--- src/rtl/serial_twos_complement.sv ---
// rtl/serial_twos_complement.sv - bit-serial one's/two's complement unit, LSB first, WIDTH+1-bit result.
// Optional TWOS_COMP_ABS_EN adds an abs_mode input (absolute value through the same serial path).
module serial_twos_complement #(
  parameter int WIDTH = 4
) (
  input  logic             clk,
  input  logic             rst_n,
  input  logic             start,
  input  logic             mode,
`ifdef TWOS_COMP_ABS_EN
  input  logic             abs_mode,
`endif
  input  logic [WIDTH-1:0] a,
  output logic [WIDTH:0]   result,
  output logic             busy,
  output logic             done,
  output logic             ovf
);

  localparam int CW = $clog2(WIDTH + 1);
  localparam logic [WIDTH-1:0] MOST_NEG = {1'b1, {(WIDTH-1){1'b0}}};

  typedef enum logic [1:0] {IDLE, BUSY, DONE} state_t;
  typedef enum logic [1:0] {OP_ONES, OP_TWOS, OP_COPY} op_t;

  state_t         state_q;
  op_t            op_q;
  op_t            op_d;
  logic [WIDTH:0] sr_q;
  logic [WIDTH:0] result_q;
  logic [CW-1:0]  cnt_q;
  logic           seen_q;
  logic           busy_q;
  logic           done_q;
  logic           ovf_q;
  logic           ovf_d;
  logic           out_bit;

  // Operation is resolved once at the accepted start so the serial path only needs the latched op.
  always_comb begin
    op_d = mode ? OP_TWOS : OP_ONES;
`ifdef TWOS_COMP_ABS_EN
    if (abs_mode) begin
      op_d = a[WIDTH-1] ? OP_TWOS : OP_COPY;
    end
`endif
    ovf_d = (op_d == OP_TWOS) && (a == MOST_NEG);
  end

  always_comb begin
    out_bit = 1'b0;
    case (op_q)
      OP_ONES: out_bit = ~sr_q[0];
      OP_TWOS: out_bit = seen_q ? ~sr_q[0] : sr_q[0];
      OP_COPY: out_bit = sr_q[0];
      default: out_bit = 1'b0;
    endcase
  end

  always_ff @(posedge clk or negedge rst_n) begin
    if (!rst_n) begin
      state_q  <= IDLE;
      op_q     <= OP_ONES;
      sr_q     <= '0;
      result_q <= '0;
      cnt_q    <= '0;
      seen_q   <= 1'b0;
      busy_q   <= 1'b0;
      done_q   <= 1'b0;
      ovf_q    <= 1'b0;
    end else begin
      case (state_q)
        IDLE: begin
          if (start) begin
            sr_q    <= {a[WIDTH-1], a};
            op_q    <= op_d;
            ovf_q   <= ovf_d;
            cnt_q   <= '0;
            seen_q  <= 1'b0;
            busy_q  <= 1'b1;
            state_q <= BUSY;
          end
        end
        BUSY: begin
          result_q <= {out_bit, result_q[WIDTH:1]};
          sr_q     <= sr_q >> 1;
          seen_q   <= seen_q | sr_q[0];
          cnt_q    <= cnt_q + 1'b1;
          if (cnt_q == CW'(WIDTH)) begin
            busy_q  <= 1'b0;
            done_q  <= 1'b1;
            state_q <= DONE;
          end
        end
        DONE: begin
          done_q  <= 1'b0;
          state_q <= IDLE;
        end
        default: begin
          busy_q  <= 1'b0;
          done_q  <= 1'b0;
          state_q <= IDLE;
        end
      endcase
    end
  end

  assign result = result_q;
  assign busy   = busy_q;
  assign done   = done_q;
  assign ovf    = ovf_q;

endmodule

--- config.mk ---
export PLATFORM = sky130hd
export DESIGN_NAME = serial_twos_complement
export DESIGN_NICKNAME = d
export VERILOG_FILES = /design/src/rtl/serial_twos_complement.sv
export SDC_FILE = /design/constraint.sdc
export NUM_CORES = 1
export LEC_CHECK = 0
export ABC_CLOCK_PERIOD_IN_PS = 1700
export BUFFER_PORTS_ARGS = -buffer_cell sky130_fd_sc_hd__clkbuf_2
export CAP_MARGIN = 0
export CORE_MARGIN = 5
export CORE_UTILIZATION = 50
export CTS_BUF_LIST = sky130_fd_sc_hd__clkbuf_16
export DETAILED_ROUTE_END_ITERATION = 16
export PLACE_DENSITY = 0.72
export SYNTH_ARGS = -nofsm -noshare
export SYNTH_HDL_FRONTEND = slang
export SYNTH_SLANG_ARGS = --single-unit
--- constraint.sdc ---
create_clock -name clk -period 1.7 [get_ports clk]
set_input_delay 0.255 -clock clk [delete_from_list [all_inputs] [get_ports clk]]
set_output_delay 0.255 -clock clk [all_outputs]
set_load 0.005 [all_outputs]
### After elaboration in Yosys (flattened, before gate mapping)

Cells that the tools add are included.

| operators by class | value |
|---|---|
| add/sub/neg operators | 1 |
| eq/ne operators | 9 |
| mux-type cells | 17 |
| bitwise operators | 4 |
| reductions and logical operators | 9 |

Operator list:

| operator | count |
|---|---|
| 5-bit one-hot mux with 2 select lines | 1 |
| 2-bit AND reduction | 4 |
| 1-bit 2-to-1 mux | 6 |
| 1-bit one-hot mux with 3 select lines | 2 |
| 3-bit one-hot mux with 2 select lines | 1 |
| 5-bit 2-to-1 mux | 1 |
| 2-bit by 1-bit == test with 1-bit output (second input constant) | 2 |
| 2-bit == test (second input constant) | 2 |
| 4-bit == test (second input constant) | 1 |
| 2-bit zero test | 2 |
| 2-bit 2-to-1 mux | 2 |
| 2-bit != test (second input constant) | 2 |
| 1-bit one-hot mux with 2 select lines | 2 |
| 2-bit one-hot mux with 2 select lines | 1 |
| 3-bit by 1-bit adder with 3-bit output (second input constant) | 1 |
| 3-bit == test (second input constant) | 1 |
| 3-bit 2-to-1 mux | 1 |
| 1-bit inverter | 3 |
| 3-bit AND reduction | 1 |
| 2-bit nonzero test | 1 |
| 1-bit == test (second input constant) | 1 |
| 1-bit logical AND | 1 |
| 1-bit OR | 1 |

| storage, ports and cells | value |
|---|---|
| register bits after elaboration | 21 |
| input port bits | 8 |
| logic and storage cells | 49 |

### Logic depth before layout (Yosys ltp)

Gate-level depths: netlist of run 1.

| depth | value |
|---|---|
| depth in word-level cells | 3 |
| gate-level depth with buffers | 5 |

### Worst setup path before layout of run 1

Ideal clock, no wire load.

| timing | value |
|---|---|
| path kind | flip-flop to flip-flop |
| start | register state_q[0] |
| end | register op_q[0] |
| setup time | 125 ps |
| data arrival time | 1053 ps |
| required time | 1575 ps |
| setup slack | 522 ps |
| stages on the path, launching flop included | 4 |
| path buffers | 1 |
| path through | dfrtp_1 -> buf_4 -> nor3b_4 -> mux2_2 |

| between the ends | value |
|---|---|
| longest elaborated chain between the ends | 2 |

Ends and longest elaborated chain:

| what | line | source |
|---|---|---|
| from (decl) | 26 | `state_t state_q;` |
| from (signal assigned) | 62 | `state_q <= IDLE;` |
| from (signal assigned) | 81 | `state_q <= BUSY;` |
| from (signal assigned) | 92 | `state_q <= DONE;` |
| 2-bit zero test | 72 | `case (state_q)` |
| 2-bit AND reduction (no line) | -- |  |
| to (signal assigned) | 76 | `op_q <= op_d;` |
| to (decl) | 27 | `op_t op_q;` |

No other way between the ends.
A chain may end at the register's enable or synchronous reset.

### Final worst setup path of run 1

| timing | value |
|---|---|
| start | register state_q[0] |
| end | register sr_q[2] |

| between the ends | value |
|---|---|
| longest elaborated chain between the ends | 3 |

Ends and longest elaborated chain:

| what | line | source |
|---|---|---|
| 2-bit by 1-bit == test with 1-bit output / 2-bit zero test (equally long branches) | 72 |  |
| 2-bit nonzero test (no line) / 2-bit != test (equally long branches) | -- |  |
| 2-bit AND reduction (no line) | -- |  |
| to (signal assigned) | 75 | `sr_q <= {a[WIDTH-1], a};` |
| to (signal assigned) | 86 | `sr_q <= sr_q >> 1;` |
| to (decl) | 29 | `logic [WIDTH:0] sr_q;` |

Parallel ways exist; a longest one is shown, timed or not.

==> flow_summary.json, run 1 <==
{
  "critical_path_class": "reg -> reg",
  "synth_flop_cell": "dfrtp_1",
  "fmax_mhz": 763.9,
  "antenna_found_initial": 0,
  "cp.required_ns": 1.89,
  "run_status": "completed",
  "pin_count": 16,
  "stdcell_count": 117,
  "ir_drop_uv": 950.8,
  "cts.path.max_buffers": 2,
  "grt_pass1_wl_um": 2891,
  "r2r-start": "state_q[0]$_DFFE_PN0P_",
  "vias": 642,
  "hold_viol_final": 0,
  "drt_iter0_markers": 16,
  "ys_warn_count": 0,
  "busiest_layer": "met1",
  "port_buffers": 15,
  "final.setup.tns_ns": 0,
  "layout_min_cycle_time_ns": 1.309,
  "areaGrowthSynthToFinish_pct": 16.92,
  "crit_end": "sr_q[2]$_DFFE_PN0P_",
  "fin_crit_sh": 0.7701,
  "routed_wl_um": 1627,
  "synth_common_cells": "20 x dfrtp_1, 7 x inv_1, 7 x nor2_1, 5 x mux2_2, 5 x nand2_1",
  "start_kind": "flop",
  "grt_use_met3": 0.03380,
  "synth_area_leaders": "dfrtp_1 54%, mux2_2 6.1%, o221a_2 4.9%",
  "synth_area_per_cell_um2": 12.01,
  "power_per_cell_area_mw_per_mm2": 1949,
  "dpl_worst_slack_ns": 0.4127,
  "ys_types": 24,
  "critPathLaunch": "state_q[0]$_DFFE_PN0P_",
  "grt_max_degree": 21,
  "gr-total-overflow": 0,
  "ant_nets": 0,
  "clock_latency_ns": 0.25,
  "cp_common_cell": "nor2_1",
  "path_delay_family": "flip-flops",
  "gp_congestion": 0.7366,
  "fin_ws_ns": 0.3909,
  "clock_skew_ns": 0.001096,
  "syn_nets": 88,
  "die-width_um": 53.01,
  "endpoint_kind": "flop",
  "core-area_mm2": 0.001745,
  "power_mw": 2.107,
  "dpl.hpwl_um": 1109,
  "post_drt_wl_per_cell_um": 13.91,
  "yosys.area.top_type": "dfrtp_1",
  "grt_util_all_layers": 0.1496,
  "crit_chain": "nor2_1, nor2_1, o221a_2",
  "nets": 105,
  "max_cap_viol_count": 0,
  "yosysMostFrequentCell": "dfrtp_1",
  "path_buf_inv": 0,
  "max_slew.worst_pin.slew_ns": 0.4826,
  "cts.sinks": 20,
  "synth_cells": 77,
  "critPathMaxStageDelay_ns": 0.59,
  "critical_path.max_fanout": 10,
  "clockRootBuffer": "clkbuf_16",
  "grt_pass1_vias": 636,
  "slowest_stage": "dfrtp_1",
  "drc": 0,
  "ys_seq_area_frac": 0.5413,
  "htreeDepth": 1,
  "hp-class": "in -> reg",
  "synthDominantCellAreaShare": 0.5413,
  "numCtsBuffers": 3,
  "worstPathArrival_ns": 1.49,
  "rsz0062_at_grt": "no",
  "firstDrtPassIters": 4,
  "r2r-end": "sr_q[2]$_DFFE_PN0P_",
  "routed_via_density": 5.487,
  "relSlewSlack": 0.6782,
  "rr_worst_depth": 3,
  "drive_gt1_frac": 0.3261,
  "async_reset_ff_frac": 1.000,
  "path_depth": 3,
  "finalMaxSlewViolations": 0,
  "post-cts-setup-buffers": 0,
  "grt_use_met2": 0.1963,
  "place_area_um2": 996.0,
  "leakage_nw": 0.5074,
  "n_antenna_cell": 0,
  "synth_edf_count": 0,
  "met1_usage": 0.2135,
  "netlist_area_um2": 924.6,
  "setup_viol": 0,
  "die_height_um": 53.01,
  "dieArea_mm2": 0.002810,
  "initial_core_util": 0.5297,
  "ys_ff_latch": 20,
  "clkTransAtPathRegs_ns": 0.05,
  "r2r_setup_slack_ns": 0.39,
  "rows": 15,
  "cts_tree": "done",
  "dp.cells": 113,
  "final_area_mm2": 0.001081
}
==> logic make-up (layout without fill, tap and decap cells) <==
logic type | Yosys count | in the layout | synth area share
DFF | 20 | 20 | 0.5413
and+or+nand+nor | 20 | 20 | 0.1340
AOI/OAI and AO/OA | 17 | 17 | 0.1407
buffers and inverters | 11 | 26 | 0.06631
muxes | 6 | 6 | 0.07712
adders and majority gates | 3 | 3 | 0.04060
==> placed cells by master, fill, tap and decap left out, types with 3 or more instances in the layout <==
cell type	instances
o221a_2	4
clkbuf_2	15
clkbuf_16	3
mux2_2	5
nand2_1	5
ha_1	3
o21ai_0	4
nand3b_1	4
a31oi_1	3
inv_1	7
dfrtp_1	20
nor2_1	7
==> layer usage <==
metal | vias to the layer above | routed length [um]
met5 | - | 0
met4 | 0 | 42
met3 | 4 | 93
met2 | 22 | 673
met1 | 312 | 818
li1 | 304 | -
==> worst min path at each step <==
stage,start,end,cells after the start
floorplan,rst_n,busy$_DFFE_PN0P_,0
global placement,rst_n,result[3]$_DFFE_PN0P_,1
detailed placement,rst_n,result[4]$_DFFE_PN0P_,1
CTS,mode,op_q[0]$_DFFE_PN0P_,2
global route,mode,op_q[0]$_DFFE_PN0P_,2
finish,mode,op_q[0]$_DFFE_PN0P_,2
==> flip-flops by register name (all words and copies together), names as in the netlist <==
name	cells
result	5
sr_q	5
cnt_q	3
state_q	2
busy	1
done	1
op_q	1
ovf	1
seen_q	1
==> layout make-up <==
class,count,area [um2]
repair buffers,16,85.08
inverters,7,26.28
multi-input cells,46,362.8
fillers,151,664.4
well taps,25,31.28
clock buffers,3,75.07
flip-flops and latches,20,500.5
==> where the power goes <==
group	total [mW]	switching [mW]	internal, mW
clock	0.460	0.151	0.309
sequential	0.901	0.201	0.700
combinational	0.745	0.332	0.413
==> per-stage QoR <==
stage | utilization | hold WS (ns)
after detailed placement | 0.5706 | 0.2312
after floorplan | - | -0.04059
after global placement | 0.5706 | 0.2333
after CTS | 0.6194 | 0.2551
final | 0.6194 | 0.2541
after global routing | 0.6194 | 0.2611
==> repair_timing <==
item | 4_1_cts | 5_1_grt
endpoints found under the hold margin | 20 | 0
setup endpoints to repair | 0 | 0
resized for setup | 0 | 0
hold buffers | 1 | 0
Note: power is estimated with default switching activity, not from simulation.
==> run 2, diff against run 1 <==
--- a/config.mk
+++ b/config.mk
@@ -5,14 +5,14 @@
 export SDC_FILE = /design/constraint.sdc
 export NUM_CORES = 1
 export LEC_CHECK = 0
-export ABC_CLOCK_PERIOD_IN_PS = 1700
+export ABC_CLOCK_PERIOD_IN_PS = 1100
 export BUFFER_PORTS_ARGS = -buffer_cell sky130_fd_sc_hd__clkbuf_2
 export CAP_MARGIN = 0
 export CORE_MARGIN = 5
-export CORE_UTILIZATION = 50
+export CORE_UTILIZATION = 48
 export CTS_BUF_LIST = sky130_fd_sc_hd__clkbuf_16
 export DETAILED_ROUTE_END_ITERATION = 16
-export PLACE_DENSITY = 0.72
+export PLACE_DENSITY = 0.73
 export SYNTH_ARGS = -nofsm -noshare
 export SYNTH_HDL_FRONTEND = slang
 export SYNTH_SLANG_ARGS = --single-unit
==> constraint.sdc (replaced) <==
create_clock -name clk -period 1.1 [get_ports clk]
set_input_delay 0.165 -clock clk [delete_from_list [all_inputs] [get_ports clk]]
set_output_delay 0.165 -clock clk [all_outputs]
set_load 0.005 [all_outputs]
==> run 2 against run 1 <==
Compared with the run above:
- the run now ends with negative setup slack left
- cell count increased by 10%
- sequential share of layout area shrank 5.2 points
- fmax grew 8.7%
- combinational power is 120% higher
- critical endpoint is now cnt_q[2]$_DFFE_PN0P_
==> flow_summary.json, run 2 (synthesis gave the netlist of run 1 again) <==
{
  "run_status": "finished with violations",
  "violations": "negative setup slack",
  "ant_nets": 0,
  "start_kind": "flop",
  "r2r-start": "cnt_q[0]$_DFFE_PN0P_",
  "nets": 117,
  "ir_drop_uv": 1616,
  "post_drt_wl_per_cell_um": 14.97,
  "critPathLaunch": "cnt_q[0]$_DFFE_PN0P_",
  "holdCritStartpoint": "mode",
  "drt_iter0_markers": 16,
  "stdcell_count": 129,
  "gp_congestion": 0.7808,
  "max_cap_viol_count": 0,
  "fmax_mhz": 830.4,
  "dpl.hpwl_um": 1267,
  "place_area_mm2": 0.001060,
  "finalMaxSlewViolations": 0,
  "numCtsBuffers": 3,
  "vias": 698,
  "final.setup.tns_ns": -0.7037,
  "antenna_found_initial": 0,
  "dp.cells": 121,
  "endpoint_kind": "flop",
  "hp-class": "in -> reg",
  "final_cell_mix": "18 x dfrtp_1, 15 x clkbuf_2, 12 x buf_4",
  "gr-total-overflow": 0,
  "layout.filler_cells": 129,
  "multiInputGateArea_um2": 414.1,
  "setup_viol": 16,
  "areaGrowthSynthToFinish_pct": 32.48,
  "drc": 0,
  "cp.required_ns": 1.23,
  "clkTransAtPathRegs_ns": 0.05,
  "worstPathArrival_ns": 1.34,
  "max_slew.worst_pin.slew_ns": 0.4791,
  "dieArea_mm2": 0.002904,
  "routed_wl_um": 1931,
  "rows": 15,
  "grt_pass1_wl_um": 3105,
  "regArea_um2": 503.0,
  "drive_gt1_frac": 0.4712,
  "power_per_cell_area_mw_per_mm2": 3063,
  "fin_ws_ns": -0.1043,
  "layout_min_cycle_time_ns": 1.204,
  "leakage_nw": 0.5809,
  "critical_path.max_fanout": 3,
  "port_buffers": 15,
  "die-width_um": 53.89,
  "grt_util_all_layers": 0.1548,
  "n_antenna_cell": 0,
  "mostFrequentLayoutCell": "dfrtp_1",
  "final_area_mm2": 0.001225,
  "relSlewSlack": 0.6806,
  "hold_viol_final": 0,
  "rsz0062_at_grt": "yes",
  "clockRootBuffer": "clkbuf_16",
  "pin_count": 16,
  "fin_crit_sh": 1.095,
  "htreeDepth": 1,
  "core-area_mm2": 0.001783,
  "clock_skew_ns": 0.002206,
  "critical_path_class": "reg -> reg",
  "cts.path.max_buffers": 2,
  "r2r_setup_slack_ns": -0.10,
  "grt_max_degree": 21,
  "firstDrtPassIters": 4,
  "initial_core_util": 0.5186,
  "routed_via_density": 5.411,
  "die_height_um": 53.89,
  "clock_latency_ns": 0.25,
  "cts_tree": "done",
  "fin_util": 0.6870,
  "grt_pass1_vias": 689,
  "cts.sinks": 20,
  "dpl_worst_slack_ns": -0.1482
}
run 2: cell count changes in the layout (fill, tap and decap cells not counted), moves of 2 or more:
cell     before  now
mux2_4        1    5
dfrtp_2       0    2
mux2_2        5    1
dfrtp_1      20   18
buf_4         0   12
o21ai_1       0    3
nor2_1        7    4
o21ai_0       4    1
nor2_4        0    2
run 2: worst paths after layout:
path,end,cells past startpoint
setup / recovery,cnt_q[2]$_DFFE_PN0P_,3
hold / removal,op_q[0]$_DFFE_PN0P_,2
setup reg to reg,cnt_q[2]$_DFFE_PN0P_,3
hold reg to reg,done$_DFFE_PN0P_,2
max in group asynchronous,state_q[0]$_DFFE_PN0P_,2
min in group asynchronous,sr_q[2]$_DFFE_PN0P_,2
run 2: worst max-delay path: stages (launching register included):
cell and delay (ns):
dfrtp_1 0.39, ha_1 0.18, mux2_2 0.33, a22o_1 0.19
run 2: where the power goes:
group	total, mW	internal [mW]	leakage (nW)	switching (mW)
Sequential	1.41	1.09	0.240	0.321
Combinational	1.61	0.951	0.304	0.661
Clock	0.731	0.479	0.0370	0.252
run 2: repair_timing:
item                       in CTS  in global routing
hold buffers                    1                  0
setup endpoints to repair      16                 20
resized for setup              10                  6
hold endpoints to repair       20                  0
pin swaps                       2                  4
buffers inserted                3                  2
run 2: area by class of cell:
type | instances | area share
clock buffers | 3 | 0.06129
inverters | 7 | 0.02145
multi-input cells | 46 | 0.3381
flip-flops and latches | 20 | 0.4106
well taps | 25 | 0.02554
repair buffers | 28 | 0.1430
run 2: stage by stage:
step | hold slack [ns] | power (mW)
2_1_floorplan | -0.1306 | 2.300
3_3_place_gp | 0.1524 | 2.669
3_5_place_dp | 0.1508 | 2.726
4_1_cts | 0.1608 | 3.631
5_1_grt | 0.1745 | 4.014
6_report | 0.1650 | 3.752
run 2: metal layers:
metal	vias up	routed length, um	part of all wire	global-route usage
li1	328	-	-	-
met1	349	835	0.43	0.1871
met2	16	945	0.49	0.2460
met3	5	104	0.054	0.04155
met4	0	45	0.023	0.08936
met5	-	0	0	0
==> run 3, diff against run 2 <==
--- a/config.mk
+++ b/config.mk
@@ -5,7 +5,7 @@
 export SDC_FILE = /design/constraint.sdc
 export NUM_CORES = 1
 export LEC_CHECK = 0
-export ABC_CLOCK_PERIOD_IN_PS = 1100
+export ABC_CLOCK_PERIOD_IN_PS = 1000
 export BUFFER_PORTS_ARGS = -buffer_cell sky130_fd_sc_hd__clkbuf_2
 export CAP_MARGIN = 0
 export CORE_MARGIN = 5
==> constraint.sdc (replaced) <==
create_clock -name clk -period 1 [get_ports clk]
set_input_delay 0.15 -clock clk [delete_from_list [all_inputs] [get_ports clk]]
set_output_delay 0.15 -clock clk [all_outputs]
set_load 0.005 [all_outputs]
==> run 3 against run 2 <==
Compared with the run above:
- the flow still finishes with violations (negative setup slack)
- register-to-register slack lost 0.098 ns
- clock-buffer cell count is the same
- wire length grew 18%
- final area grew 10%
- die area is the same
- critical path type unchanged
- largest cell class unchanged
==> flow_summary.json, run 3 (synthesis gave the netlist of run 1 again) <==
{
  "run_status": "finished with violations",
  "violations": "negative setup slack",
  "stdcell_count": 139,
  "grt_use_met2": 0.2480,
  "drive_gt1_frac": 0.5614,
  "layout_min_cycle_time_ns": 1.202,
  "fin_crit_sh": 1.202,
  "hp-class": "in -> reg",
  "crit_chain": "nor3b_4, mux2_4",
  "hold_viol_final": 0,
  "grt_max_degree": 21,
  "clockRootBuffer": "clkbuf_16",
  "vias": 740,
  "htreeDepth": 1,
  "critPathMaxStageDelay_ns": 0.48,
  "initial_core_util": 0.5186,
  "port_buffers": 15,
  "grt_pass1_vias": 712,
  "firstDrtPassIters": 4,
  "n_antenna_cell": 0,
  "critical_path.max_fanout": 8,
  "rows": 15,
  "finalMaxSlewViolations": 0,
  "clock_latency_ns": 0.25,
  "gr-total-overflow": 0,
  "worstPathArrival_ns": 1.34,
  "drc": 0,
  "power_per_cell_area_mw_per_mm2": 3481,
  "dp.cells": 124,
  "fmax_mhz": 831.8,
  "routed_via_density": 5.324,
  "dieArea_mm2": 0.002904,
  "critical_path_class": "reg -> reg",
  "areaGrowthSynthToFinish_pct": 45.87,
  "nets": 126,
  "ant_nets": 0,
  "max_slew.worst_pin.slew_ns": 0.4847,
  "fin_util": 0.7565,
  "relSlewSlack": 0.6769,
  "gp_congestion": 0.7996,
  "power_mw": 4.696,
  "grt_pass1_wl_um": 3236,
  "pin_count": 16,
  "ir_drop_uv": 1986,
  "post_drt_wl_per_cell_um": 16.40,
  "met1_usage": 0.2077,
  "start_kind": "flop",
  "final_cell_mix": "18 x dfrtp_1, 15 x clkbuf_2, 15 x buf_4",
  "grt_util_all_layers": 0.1640,
  "antenna_found_initial": 0,
  "clock_skew_ns": 0.001642,
  "mostFrequentLayoutCell": "dfrtp_1",
  "max_cap_viol_count": 0,
  "cts.sinks": 20,
  "cts_tree": "done",
  "busiest_layer": "met2",
  "numCtsBuffers": 3,
  "dpl.hpwl_um": 1319,
  "grt_use_met3": 0.03324,
  "die-width_um": 53.89,
  "endpoint_kind": "flop",
  "drt_iter0_markers": 12,
  "die_height_um": 53.89,
  "cp.required_ns": 1.14,
  "setup_viol": 20,
  "fin_ws_ns": -0.2022,
  "clkTransAtPathRegs_ns": 0.06,
  "leakage_nw": 0.6420,
  "rsz0062_at_grt": "yes",
  "slowest_stage": "dfrtp_2",
  "routed_wl_um": 2279,
  "cts.path.max_buffers": 2,
  "core-area_mm2": 0.001783
}
==> run 3: repair_timing <==
action | in CTS | in global routing
setup endpoints to repair | 19 | 20
gates resized for setup | 9 | 17
setup buffers | 4 | 7
gates cloned | 0 | 1
hold buffers | 1 | 0
pin swaps | 8 | 8
hold endpoints to repair | 20 | 0
==> run 3: per-layer routing <==
layer / part of all wire / vias up / wire length [um]
met4: 0.037 / 0 / 84
met5: 0 / - / 0
met3: 0.040 / 9 / 91
met1: 0.42 / 361 / 961
met2: 0.50 / 20 / 1141
li1: - / 350 / -
==> run 3: power by group <==
group / leakage (nW) / switching, mW / internal, mW / total [mW]
clock: 0.0385 / 0.303 / 0.533 / 0.836
sequential: 0.240 / 0.337 / 1.20 / 1.53
combinational: 0.363 / 0.935 / 1.39 / 2.33
==> run 3: worst max-delay path: cells and delay by family (launching register included) <==
kind | cells | cell delay, ns
muxes | 1 | 0.33
and+or+nand+nor | 1 | 0.27
DFF | 1 | 0.48
==> run 3: path summary, 6_finish.rpt <==
kind | startpoint | end | slack [ns] | cells after the start
hold reg to reg | result[0]$_DFFE_PN0P_ | result[0]$_DFFE_PN0P_ | 0.51 | 1
setup / recovery | state_q[1]$_DFFE_PN0P_ | op_q[0]$_DFFE_PN0P_ | -0.20 | 2
min in group asynchronous | rst_n | result[0]$_DFFE_PN0P_ | 0.40 | 2
setup reg to reg | state_q[1]$_DFFE_PN0P_ | op_q[0]$_DFFE_PN0P_ | -0.20 | 2
hold / removal | mode | op_q[0]$_DFFE_PN0P_ | 0.16 | 2
max in group asynchronous | rst_n | state_q[1]$_DFFE_PN0P_ | 0.25 | 2
==> run 3: layout make-up <==
| cell class | instances | area, um2 |
|---|---|---|
| Clock inverter | 1 | 3.754 |
| Sequential cell | 20 | 503.0 |
| Clock buffer | 3 | 75.07 |
| Tap cell | 25 | 31.28 |
| Inverter | 7 | 26.28 |
| Fill cell | 109 | 434.2 |
| Timing Repair Buffer | 36 | 254.0 |
| Multi-Input combinational cell | 47 | 455.4 |
==> run 3: metrics by stage <==
stage                     setup WS, ns  setup TNS [ns]  cell area [um2]  hold WS (ns)
after floorplan                -0.1660          -1.057            934.6       -0.1456
after global placement         -0.1959          -2.491             1085        0.1355
after detailed placement       -0.2221          -2.898             1085        0.1351
after CTS                      -0.1702          -2.282             1226        0.1638
after global routing           -0.2264          -3.073             1349        0.1577
final                          -0.2022          -2.366             1349        0.1599
